==> config.mk <==
export PLATFORM = sky130hd
export DESIGN_NAME = filereg_tonet
export DESIGN_NICKNAME = d
export VERILOG_FILES = /design/src/rtl/filereg_tonet.sv
export SDC_FILE = /design/constraint.sdc
export NUM_CORES = 1
export LEC_CHECK = 0
export ABC_AREA = 1
export CAP_MARGIN = 20
export CORE_MARGIN = 10
export CORE_UTILIZATION = 47
export CTS_CLUSTER_SIZE = 24
export DETAILED_ROUTE_END_ITERATION = 10
export PLACE_DENSITY = 0.8
export REMOVE_ABC_BUFFERS = 1
export SETUP_SLACK_MARGIN = 0.1
export SYNTH_ARGS = -nofsm -noshare
export SYNTH_HDL_FRONTEND = slang
export SYNTH_SLANG_ARGS = --single-unit
==> constraint.sdc <==
create_clock -name clk_i -period 2.4 [get_ports clk_i]
set_clock_uncertainty 0.1 [all_clocks]
set_input_delay 0.24 -clock clk_i [delete_from_list [all_inputs] [get_ports clk_i]]
set_output_delay 0.24 -clock clk_i [all_outputs]
set_load 0.01 [all_outputs]
==> src/rtl/filereg_tonet.sv <==
// filereg_tonet: serializes one 64-bit register-file response into a
// two-flit NoC packet, MSB word first (header), LSB word second (tail).
//
// Ports:
//   clk_i               clock
//   rst_i               synchronous active-high reset
//   filereg_s_tvalid_i  response valid
//   filereg_s_tready_o  response accepted (combinational)
//   filereg_s_tdata_i   response, [63:32] MSB word, [31:0] LSB word
//   filereg_s_tlast_i   always 1 from the filereg; ignored
//   network_valid_o     flit valid (registered)
//   network_ready_i     network accepts flit
//   network_data_o      {flit, flit_type, broadcast, vn_id}, flit in MSBs
module filereg_tonet #(
    parameter int unsigned FileRegIfDataWidth             = 64,
    parameter int unsigned NetworkIfFlitWidth             = 64,
    parameter int unsigned NetworkIfFlitTypeWidth         = 2,
    parameter int unsigned NetworkIfBroadcastWidth        = 1,
    parameter int unsigned NetworkIfVirtualNetworkIdWidth = 2,
    parameter int unsigned VirtualNetworkId               = 0,
    parameter int unsigned FlitTypeHeader                 = 0,
    parameter int unsigned FlitTypeTail                   = 2,
    localparam int unsigned NetworkIfDataWidth = NetworkIfFlitWidth + NetworkIfFlitTypeWidth
                                               + NetworkIfBroadcastWidth
                                               + NetworkIfVirtualNetworkIdWidth
) (
    input  logic                          clk_i,
    input  logic                          rst_i,
    input  logic                          filereg_s_tvalid_i,
    output logic                          filereg_s_tready_o,
    input  logic [FileRegIfDataWidth-1:0] filereg_s_tdata_i,
    input  logic                          filereg_s_tlast_i,
    output logic                          network_valid_o,
    input  logic                          network_ready_i,
    output logic [NetworkIfDataWidth-1:0] network_data_o
);

    localparam int unsigned WordWidth = 32;

    localparam logic [1:0] IDLE     = 2'd0;
    localparam logic [1:0] SEND_MSB = 2'd1;
    localparam logic [1:0] SEND_LSB = 2'd2;

    localparam logic [NetworkIfFlitTypeWidth-1:0] TypeHeader =
        NetworkIfFlitTypeWidth'(FlitTypeHeader);
    localparam logic [NetworkIfFlitTypeWidth-1:0] TypeTail =
        NetworkIfFlitTypeWidth'(FlitTypeTail);
    localparam logic [NetworkIfBroadcastWidth-1:0] BcastNone = '0;
    localparam logic [NetworkIfVirtualNetworkIdWidth-1:0] VnId =
        NetworkIfVirtualNetworkIdWidth'(VirtualNetworkId);

    logic [1:0]                    state_q, state_d;
    logic [FileRegIfDataWidth-1:0] hold_q, hold_d;
    logic                          valid_d;
    logic [NetworkIfDataWidth-1:0] data_q, data_d;
    logic [WordWidth-1:0]          word_d;
    logic [NetworkIfFlitTypeWidth-1:0] type_d;
    logic                          in_hs, net_hs;

    // tlast carries no information: every beat is a complete response
    logic unused_tlast;
    assign unused_tlast = filereg_s_tlast_i;

    // A new response can enter when idle, or when the tail flit leaves this cycle
    assign filereg_s_tready_o = !rst_i && ((state_q == IDLE) ||
                                           ((state_q == SEND_LSB) && network_ready_i));

    assign in_hs  = filereg_s_tvalid_i && filereg_s_tready_o;
    assign net_hs = network_valid_o && network_ready_i;

    // State register, holding register and registered flit outputs
    always_ff @(posedge clk_i) begin
        if (rst_i) begin
            state_q         <= IDLE;
            hold_q          <= '0;
            network_valid_o <= 1'b0;
            data_q          <= '0;
        end else begin
            state_q         <= state_d;
            hold_q          <= hold_d;
            network_valid_o <= valid_d;
            data_q          <= data_d;
        end
    end

    assign network_data_o = data_q;

    // Next state, next holding value and next flit contents
    always_comb begin
        state_d = state_q;
        hold_d  = hold_q;
        valid_d = 1'b0;
        word_d  = '0;
        type_d  = TypeHeader;
        data_d  = '0;

        case (state_q)
            IDLE: begin
                if (in_hs) begin
                    hold_d  = filereg_s_tdata_i;
                    state_d = SEND_MSB;
                end
            end
            SEND_MSB: begin
                if (net_hs) begin
                    state_d = SEND_LSB;
                end
            end
            SEND_LSB: begin
                if (net_hs) begin
                    if (in_hs) begin
                        hold_d  = filereg_s_tdata_i;
                        state_d = SEND_MSB;
                    end else begin
                        state_d = IDLE;
                    end
                end
            end
            default: state_d = IDLE;
        endcase

        if (state_d == SEND_MSB) begin
            valid_d = 1'b1;
            word_d  = hold_d[63:32];
            type_d  = TypeHeader;
        end else if (state_d == SEND_LSB) begin
            valid_d = 1'b1;
            word_d  = hold_d[31:0];
            type_d  = TypeTail;
        end

        if (valid_d) begin
            data_d = {NetworkIfFlitWidth'(word_d), type_d, BcastNone, VnId};
        end
    end

endmodule

; ---- Yosys cells after proc, flatten, opt, wreduce, memory -nomap -nowiden
; Index checks and enable logic that the tools add are counted.
[totals]
reg_bits = 136
in_bits = 69
out_inout_bits = 71
elab_cells = 33
[op_classes]
n_eq_ne = 4
mux = 13
n_bitwise = 1
reduce_logical = 9
[ops]
columns = cell, count
row1 = $mux W64, 2
row2 = $pmux W64 S2, 1
row3 = $mux W32, 2
row4 = $mux W2, 4
row5 = $pmux W2 S3, 1
row6 = $eq A2 B1 Y1 const B, 2
row7 = $eq A2 B2 Y1 const B, 2
row8 = $logic_and A1 B1 Y1, 4
row9 = $mux W1, 3
row10 = $reduce_or A3 Y1, 1
row11 = $logic_not A2 Y1, 1
row12 = $reduce_or A2 Y1, 1
row13 = $logic_not A1 Y1, 1
row14 = $logic_or A1 B1 Y1, 1
row15 = $not A1 Y1, 1

; ---- Logic depth before layout (Yosys ltp)
; Gate-level depths: netlist of the first run.
[logic_depth]
ltp_word = 13
mapped_depth = 14
depth_no_buf = 12

; ---- Worst setup path after synthesis of the first run
; No wires, ideal clock.
[synth_timing]
path_kind = register -> register
from = register state_q[0]
to = register data_q[25] (netlist: network_data_o[25])
setup_ns = 0.059
t_arrival_ns = 1.834
t_required_ns = 2.241
setup_slack_ns = 0.408
stages_incl_launch_ff = 13
path_buffers = 2
synth_period_minus_slack_ns = 1.992
cell_sequence = dfxtp_1 > nor2_4 > nand3_4 > buf_2 > nand2_1 > nand2_1 > ha_1 > nor2_1 > inv_2 > nor2_2 > buf_2 > nand3_1 > nand2_1
[synth_between]
elab_chain_cells = 13
word_cells_on_any_way = 23
classes_between = eq/ne: 4 / mux: 12 / bitwise: 1 / reduce/logical: 6
[synth_rtl]
columns = item, line_no
row1 = "start, declared", 52  ; logic [1:0] state_q, state_d;
row2 = "start signal, assigned", 79  ; state_q <= state_d;
row3 = $eq A2 B2 Y1, "66, 97"
row4 = $logic_and A1 B1 Y1, 66  ; ((state_q == SEND_LSB) && network_ready_i));
row5 = $logic_or A1 B1 Y1, 65  ; assign filereg_s_tready_o = !rst_i && ((state_q == IDLE) ||
row6 = $logic_and A1 B1 Y1, 65
row7 = $logic_and A1 B1 Y1, 68  ; assign in_hs = filereg_s_tvalid_i && filereg_s_tready_o;
row8 = $mux W1, 111  ; if (in_hs) begin
row9 = $mux W2, 110  ; if (net_hs) begin
row10 = $pmux W2 S3, 97  ; case (state_q)
row11 = $eq A2 B2 Y1, 126  ; end else if (state_d == SEND_LSB) begin
row12 = $mux W1, 126
row13 = $mux W1, 122  ; if (state_d == SEND_MSB) begin
row14 = $not A1 Y1 (no source line), n/a
row15 = $reduce_or A2 Y1 (no source line), n/a
row16 = "end signal, assigned", 82  ; data_q <= data_d;
row17 = "end, declared", 55  ; logic [NetworkIfDataWidth-1:0] data_q, data_d;
; Parallel ways exist; a longest one is shown, timed or not.
; A chain may end at the register's enable or synchronous reset.

; ---- Worst setup path in the final report of the first run
[layout_timing]
from = register state_q[0]
to = register data_q[6] (netlist: network_data_o[6])
[layout_between]
word_cells_on_any_way = 23
classes_between = eq/ne: 4 / mux: 12 / bitwise: 1 / reduce/logical: 6
[layout_lines]
columns = item, line_no
row1 = $eq A2 B2 Y1, "66, 97"
row2 = $logic_and A1 B1 Y1, 66
row3 = $logic_or A1 B1 Y1, 65
row4 = $logic_and A1 B1 Y1, 65
row5 = $logic_and A1 B1 Y1, 68
row6 = $mux W2, 99  ; if (in_hs) begin
row7 = $pmux W2 S3 (*), 97
row8 = via state_d[1], 52
row9 = $eq A2 B2 Y1, 126
row10 = $mux W1, 126
row11 = $mux W1, 122
row12 = $not A1 Y1 (no source line), n/a
row13 = $reduce_or A2 Y1 (no source line), n/a
; Mark *: on every way through the listed nets, which the timed path passes. The rest lies on a longest branch.

==> impl_metrics.py, run 1 <==
metrics = {
    "cts": {
        "root_buffer": "clkbuf_8",
        "cts_tree": "built",
        "htreeDepth": 3,
        "clock_latency_ps": 350,
        "cts.path.max_buffers": 2,
        "cts_made_buffers": 9,
        "clkTransAtPathRegs_ps": 90,
        "clkSinkCount": 100,
        "post_cts_buffers": 0,
    },
    "yosys": {
        "synth_cells": 681,
        "post-synth-top-area-cell": "dfxtp_1",
        "yosys_warnings": 0,
        "synth.area.top_cells": "dfxtp_1 43%, nand2_1 12%, inv_1 11%",
        "netlist_area_um2": 4640,
        "synth-seq-cells": 100,
        "yosysUniqueCellTypes": 22,
        "ys_seq_area_share_pct": 43.1,
        "avgSynthCellArea_um2": 6.81,
        "synth_top_area_share_pct": 43.1,
    },
    "finish": {
        "areaGrowthSynthToFinish_pct": 27.4,
        "final_cell_mix": "151 x nand2_1, 136 x inv_1, 101 x clkdlybuf4s50_1",
        "drive_gt1_share_pct": 7.45,
        "final_area_um2": 5910,
        "antenna_cells": 0,
        "layout_commonest_cell": "nand2_1",
        "fin_nets": 846,
    },
    "timing": {
        "rsz0062_at_grt": "no",
        "max_slew_margin_pct": 52.2,
        "max_freq_mhz": 494,
        "fin_setup_tns_ps": 0,
        "setup_viol": 0,
        "finalCritPeriodShare_pct": 84.3,
        "finalHoldViolCount": 0,
        "worst_pin_slew_ps": 717,
        "fin_crit_ps": 2020,
        "drv_slew": 0,
        "final.setup.worst_slack_ps": 376,
    },
    "critical_path": {
        "worstSetupPathType": "reg -> reg",
        "worstSetupEndpointType": "flip-flop",
        "startpoint_type": "flip-flop",
        "cp.arrival_ps": 2210,
        "critPathMaxFanout": 32,
        "cp.required_ps": 2590,
    },
    "floorplan": {
        "die_y_um": 119,
        "start_util_pct": 47.9,
        "dieArea_um2": 14200,
        "core_area_um2": 9680,
        "num_rows": 36,
        "pin_count": 140,
        "die_w_um": 119,
    },
    "routing": {
        "antenna_left": 0,
        "avgViaCountPerCell": 4.51,
        "via_count": 4116,
        "wl_per_cell_um": 12.4,
        "drc": 0,
        "dr.pass1.iters": 4,
        "routed_wl_mm": 11.3,
        "dr.first_iter.drc_count": 205,
    },
    "power_and_ir_drop": {
        "leakagePower_nw": 2.89,
        "power_per_cell_area_nw_per_um2": 625,
        "total_power_w": 0.00369,
        "vdd_drop_max_v": 0.000309,
    },
    "placed_design": {
        "hpwl_mm": 7.97,
        "finalWeightedCongestion": 0.792,
        "placed_area_um2": 5670,
        "io_buffers": 102,
        "dp_slack_ps": 9.20,
    },
    "grt": {
        "grt_max_degree": 68,
        "grt_pass1_vias": 4209,
        "antenna_found_initial": 0,
        "grt.total_usage_pct": 15.8,
        "grt_first_pass_wirelength_mm": 19.1,
        "grt_overflow_total": 0,
    },
    "flow_run": {
        "maxCapViolations": 0,
    },
    "min_path": {
        "min_path_type": "in -> reg",
    },
    "run_status": {
        "outcome": "finished clean",
    },
}
==> logic make-up after synthesis <==
group                      count (synthesis)  share of synthesized area [%]
and+or+nand+nor                          340                           32.1
adders and majority gates                  2                          0.539
AOI/OAI and AO/OA                         34                           3.75
other                                      1                         0.0808
DFF                                      100                           43.1
buffers and inverters                    204                           20.4
==> state kept, by name, summed over array words and instances (netlist names) <==
name and count:
state_q 2, hold_q 64, network_valid_o 1, network_data_o 33
==> cells in the mapped netlist <==
master    count
nand2_1     151
inv_1       136
dfxtp_1     100
nand3_1      96
nor2_1       67
buf_4        36
o21ai_1      21
nand2_2      19
buf_2        16
o21ai_0      12
clkbuf_1      8
buf_6         3
clkbuf_2      3
nor2_2        3
ha_1          2
nor2_4        2
a21oi_2       1
buf_1         1
conb_1        1
inv_2         1
nand2_4       1
nand3_4       1
==> path summary, 6_finish.rpt <==
kind | endpoint | from | slack, ps | cells after the start
worst max-delay path | network_data_o[6] | state_q[0] | 380 | 11
worst min-delay path | state_q[0] | rst_i | 240 | 6
worst max register to register | network_data_o[6] | state_q[0] | 380 | 11
worst min register to register | hold_q[38] | hold_q[38] | 420 | 4
==> metrics by stage <==
| step | hold slack (ps) | std cells | util, % |
|---|---|---|---|
| after floorplan | 212 | 649 | - |
| after global routing | 266 | 912 | 61.0 |
| after global placement | 400 | 897 | 58.6 |
| final | 242 | 912 | 61.0 |
| after CTS | 232 | 912 | 61.0 |
| after detailed placement | 411 | 897 | 58.6 |
==> final cells by class <==
class | count | area, µm²
fillers | 888 | 3770
inverters | 137 | 514
clock buffers | 10 | 138
well taps | 133 | 166
clock inverters | 5 | 100
repair buffers | 115 | 1150
multi-input cells | 412 | 1840
flip-flops and latches | 100 | 2000
==> metal layers <==
metal	routed length (µm)	track usage, %	share of wire, %
met4	100	4.98	0.88
met5	0	0	0
met2	5700	27.8	50
met3	704	4.53	6.2
met1	4800	18.1	42
==> what timing repair did <==
action	in CTS	in global routing
setup endpoints to repair	0	32
hold buffers	0	0
gates resized for setup	0	2
==> power by group <==
part	leakage [nW]	switching (W)	total, W	internal [W]
sequential	0.817	0.0000301	0.00179	0.00176
combinational	1.95	0.000375	0.000641	0.000265
clock	0.122	0.000552	0.00126	0.000712
==> worst max-delay path, stage by stage (launching register included) <==
cell,delay (ps)
dfxtp_2,420
inv_1,90
o21ai_1,170
nand2_1,120
inv_1,90
ha_1,220
nor2_1,150
inv_2,80
nor2_2,130
buf_12,220
nand3_1,90
nand2_1,80
No activity file was read; power rests on OpenSTA's default activity.
==> run 2: changes to the inputs <==
--- a/config.mk
+++ b/config.mk
@@ -8,10 +8,10 @@
 export ABC_AREA = 1
 export CAP_MARGIN = 20
 export CORE_MARGIN = 10
-export CORE_UTILIZATION = 47
+export CORE_UTILIZATION = 43
 export CTS_CLUSTER_SIZE = 24
 export DETAILED_ROUTE_END_ITERATION = 10
-export PLACE_DENSITY = 0.8
+export PLACE_DENSITY = 0.77
 export REMOVE_ABC_BUFFERS = 1
 export SETUP_SLACK_MARGIN = 0.1
 export SYNTH_ARGS = -nofsm -noshare
==> constraint.sdc (replaced) <==
create_clock -name clk_i -period 1.7 [get_ports clk_i]
set_clock_uncertainty 0.1 [all_clocks]
set_input_delay 0.17 -clock clk_i [delete_from_list [all_inputs] [get_ports clk_i]]
set_output_delay 0.17 -clock clk_i [all_outputs]
set_load 0.01 [all_outputs]
==> run 2 against run 1 <==
The flow now finishes with violations (setup timing); critical path depth unchanged; setup slack got worse by 590 ps; non-clock buffer count increased by 30; design area increased by 9.3%; critical path type unchanged.
==> impl_metrics.py, run 2 (synthesis results as in run 1) <==
metrics = {
    "power_and_ir_drop": {
        "power_per_cell_area_nw_per_um2": 802,
        "leakagePower_nw": 3.12,
        "vdd_drop_max_v": 0.000463,
        "total_power_w": 0.00518,
    },
    "placed_design": {
        "hpwl_mm": 8.23,
        "io_buffers": 102,
        "finalWeightedCongestion": 0.759,
    },
    "grt": {
        "grt_pass1_vias": 4097,
        "antenna_found_initial": 0,
        "grt_first_pass_wirelength_mm": 19.5,
        "grt_max_degree": 67,
        "grt_overflow_total": 0,
        "grt.total_usage_pct": 15.7,
    },
    "timing": {
        "setup_viol": 65,
        "hold_slack_ps": 266,
        "max_freq_mhz": 522,
        "drv_slew": 0,
        "final.setup.worst_slack_ps": -215,
        "finalCritPeriodShare_pct": 113,
        "worst_pin_slew_ps": 720,
        "rsz0062_at_grt": "yes",
        "fin_crit_ps": 1910,
        "max_slew_margin_pct": 52.0,
        "finalHoldViolCount": 0,
    },
    "critical_path": {
        "cp.required_ps": 1910,
        "cpMostUsedCell": "nand2_2",
        "critical_path.startpoint": "network_valid_o",
        "reg2reg_from": "network_valid_o",
        "r2r_setup_slack_ps": -210,
        "crit_path_top_delay_cell": "dfxtp_2",
        "crit_chain": "nand2_4, o21ai_4, nand2_2, buf_6, ha_4, inv_2, nand2_2, nor2_4, buf_4, nand3_1, nand2_1",
        "slowest_delay_ps": 360,
        "startpoint_type": "flip-flop",
        "worstSetupPathType": "reg -> reg",
        "critPathMaxFanout": 10,
        "worstSetupEndpointType": "flip-flop",
        "cp.arrival_ps": 2120,
        "timing.rr.end": "network_data_o[15]",
        "r2r_cells": 11,
        "endpoint": "network_data_o[15]",
    },
    "cts": {
        "htreeDepth": 3,
        "clkSinkCount": 100,
        "root_buffer": "clkbuf_8",
        "cts_made_buffers": 9,
        "cts.path.max_buffers": 2,
        "cts_tree": "built",
        "clkTransAtPathRegs_ps": 90,
        "clock_latency_ps": 360,
    },
    "routing": {
        "drc": 0,
        "wl_per_cell_um": 13.4,
        "antenna_left": 0,
        "avgViaCountPerCell": 4.49,
        "routed_wl_mm": 12.7,
        "dr.pass1.iters": 4,
        "dr.first_iter.drc_count": 235,
        "via_count": 4245,
    },
    "min_path": {
        "min_path_type": "in -> reg",
        "hp-start": "rst_i",
    },
    "finish": {
        "layout_commonest_cell": "nand2_1",
        "areaGrowthSynthToFinish_pct": 39.3,
        "max_flop_register": "hold_q",
        "fin_nets": 876,
        "final_cell_mix": "143 x nand2_1, 132 x inv_1, 99 x clkdlybuf4s50_1",
        "largest_reg_flops": 64,
        "drive_gt1_share_pct": 14.0,
        "antenna_cells": 0,
        "fin_util_pct": 62.0,
    },
    "flow_run": {
        "maxCapViolations": 0,
    },
    "floorplan": {
        "dieArea_um2": 15300,
        "pin_count": 140,
        "core_area_um2": 10400,
        "num_rows": 37,
        "die_w_um": 124,
        "start_util_pct": 44.5,
        "die_y_um": 124,
    },
    "run_status": {
        "outcome": "finished with violations",
        "violations": "setup timing",
    },
}
==> run 2: changes by cell type in the layout (fill, tap and decap cells not counted), moves of 6 or more <==
cell     delta
buf_12      +9
buf_4      +10
o21ai_0     -8
o21ai_1     +6
nand2_1     -8
==> run 2: worst min-delay path by stage <==
stage                                  to  slack [ps]  depth (start not counted)
final                     network_valid_o         270                          5
after global routing      network_valid_o         270                          5
after CTS                      state_q[0]         160                          6
after detailed placement       hold_q[21]         410                          4
after global placement         hold_q[62]         400                          4
after floorplan                hold_q[11]         140                          1
==> run 2: layout make-up <==
type | count | area [µm²]
timing repair buffer | 145 | 1620
clock inverter | 6 | 62.6
clock buffer | 10 | 138
inverter | 137 | 514
fill | 908 | 3950
sequential | 100 | 2010
multi-input combinational | 412 | 1950
tap | 136 | 170
==> run 2: power breakdown <==
part	switching [W]	internal [W]	leakage, nW	total, W
Combinational	0.000607	0.000508	2.19	0.00112
Clock	0.000825	0.000722	0.106	0.00155
Sequential	0.0000389	0.00248	0.819	0.00252
Total	0.00147	0.00371	3.12	0.00518
==> run 2: repair_timing <==
| action | 4_1_cts | 5_1_grt |
|---|---|---|
| hold buffers | 0 | 0 |
| endpoints found under the setup margin | 100 | 99 |
| setup buffers | 6 | 5 |
| gates cloned | 2 | 4 |
| resized for setup | 27 | 31 |
| pin swaps | 6 | 9 |
==> run 2: critical path, delay by kind of cell (launching register included) <==
kind | cells | cell delay, ps
AND/OR/NAND/NOR | 6 | 610
AO/OA/AOI/OAI | 1 | 200
adder cells (fa/ha/maj) | 1 | 150
flip-flops | 1 | 360
buffers and inverters | 3 | 440
==> run 2: through the flow <==
stage	worst slack (ps)	setup TNS [ps]	cell area, µm²	cells
floorplan	-702	-41980	4340	649
global placement	-511	-29790	5860	915
detailed placement	-617	-34460	5860	915
CTS	-224	-6110	6220	939
global route	-325	-12710	6460	946
finish	-215	-7290	6460	946
==> run 2: per-layer routing <==
metal | wire length (µm) | vias up | part of all wire, % | GRT usage, %
met2 | 6050 | 128 | 48 | 25.7
li1 | - | 2202 | - | -
met4 | 166 | 0 | 1.3 | 4.37
met3 | 795 | 15 | 6.3 | 4.21
met5 | 0 | - | 0 | 0
met1 | 5680 | 1900 | 45 | 19.9
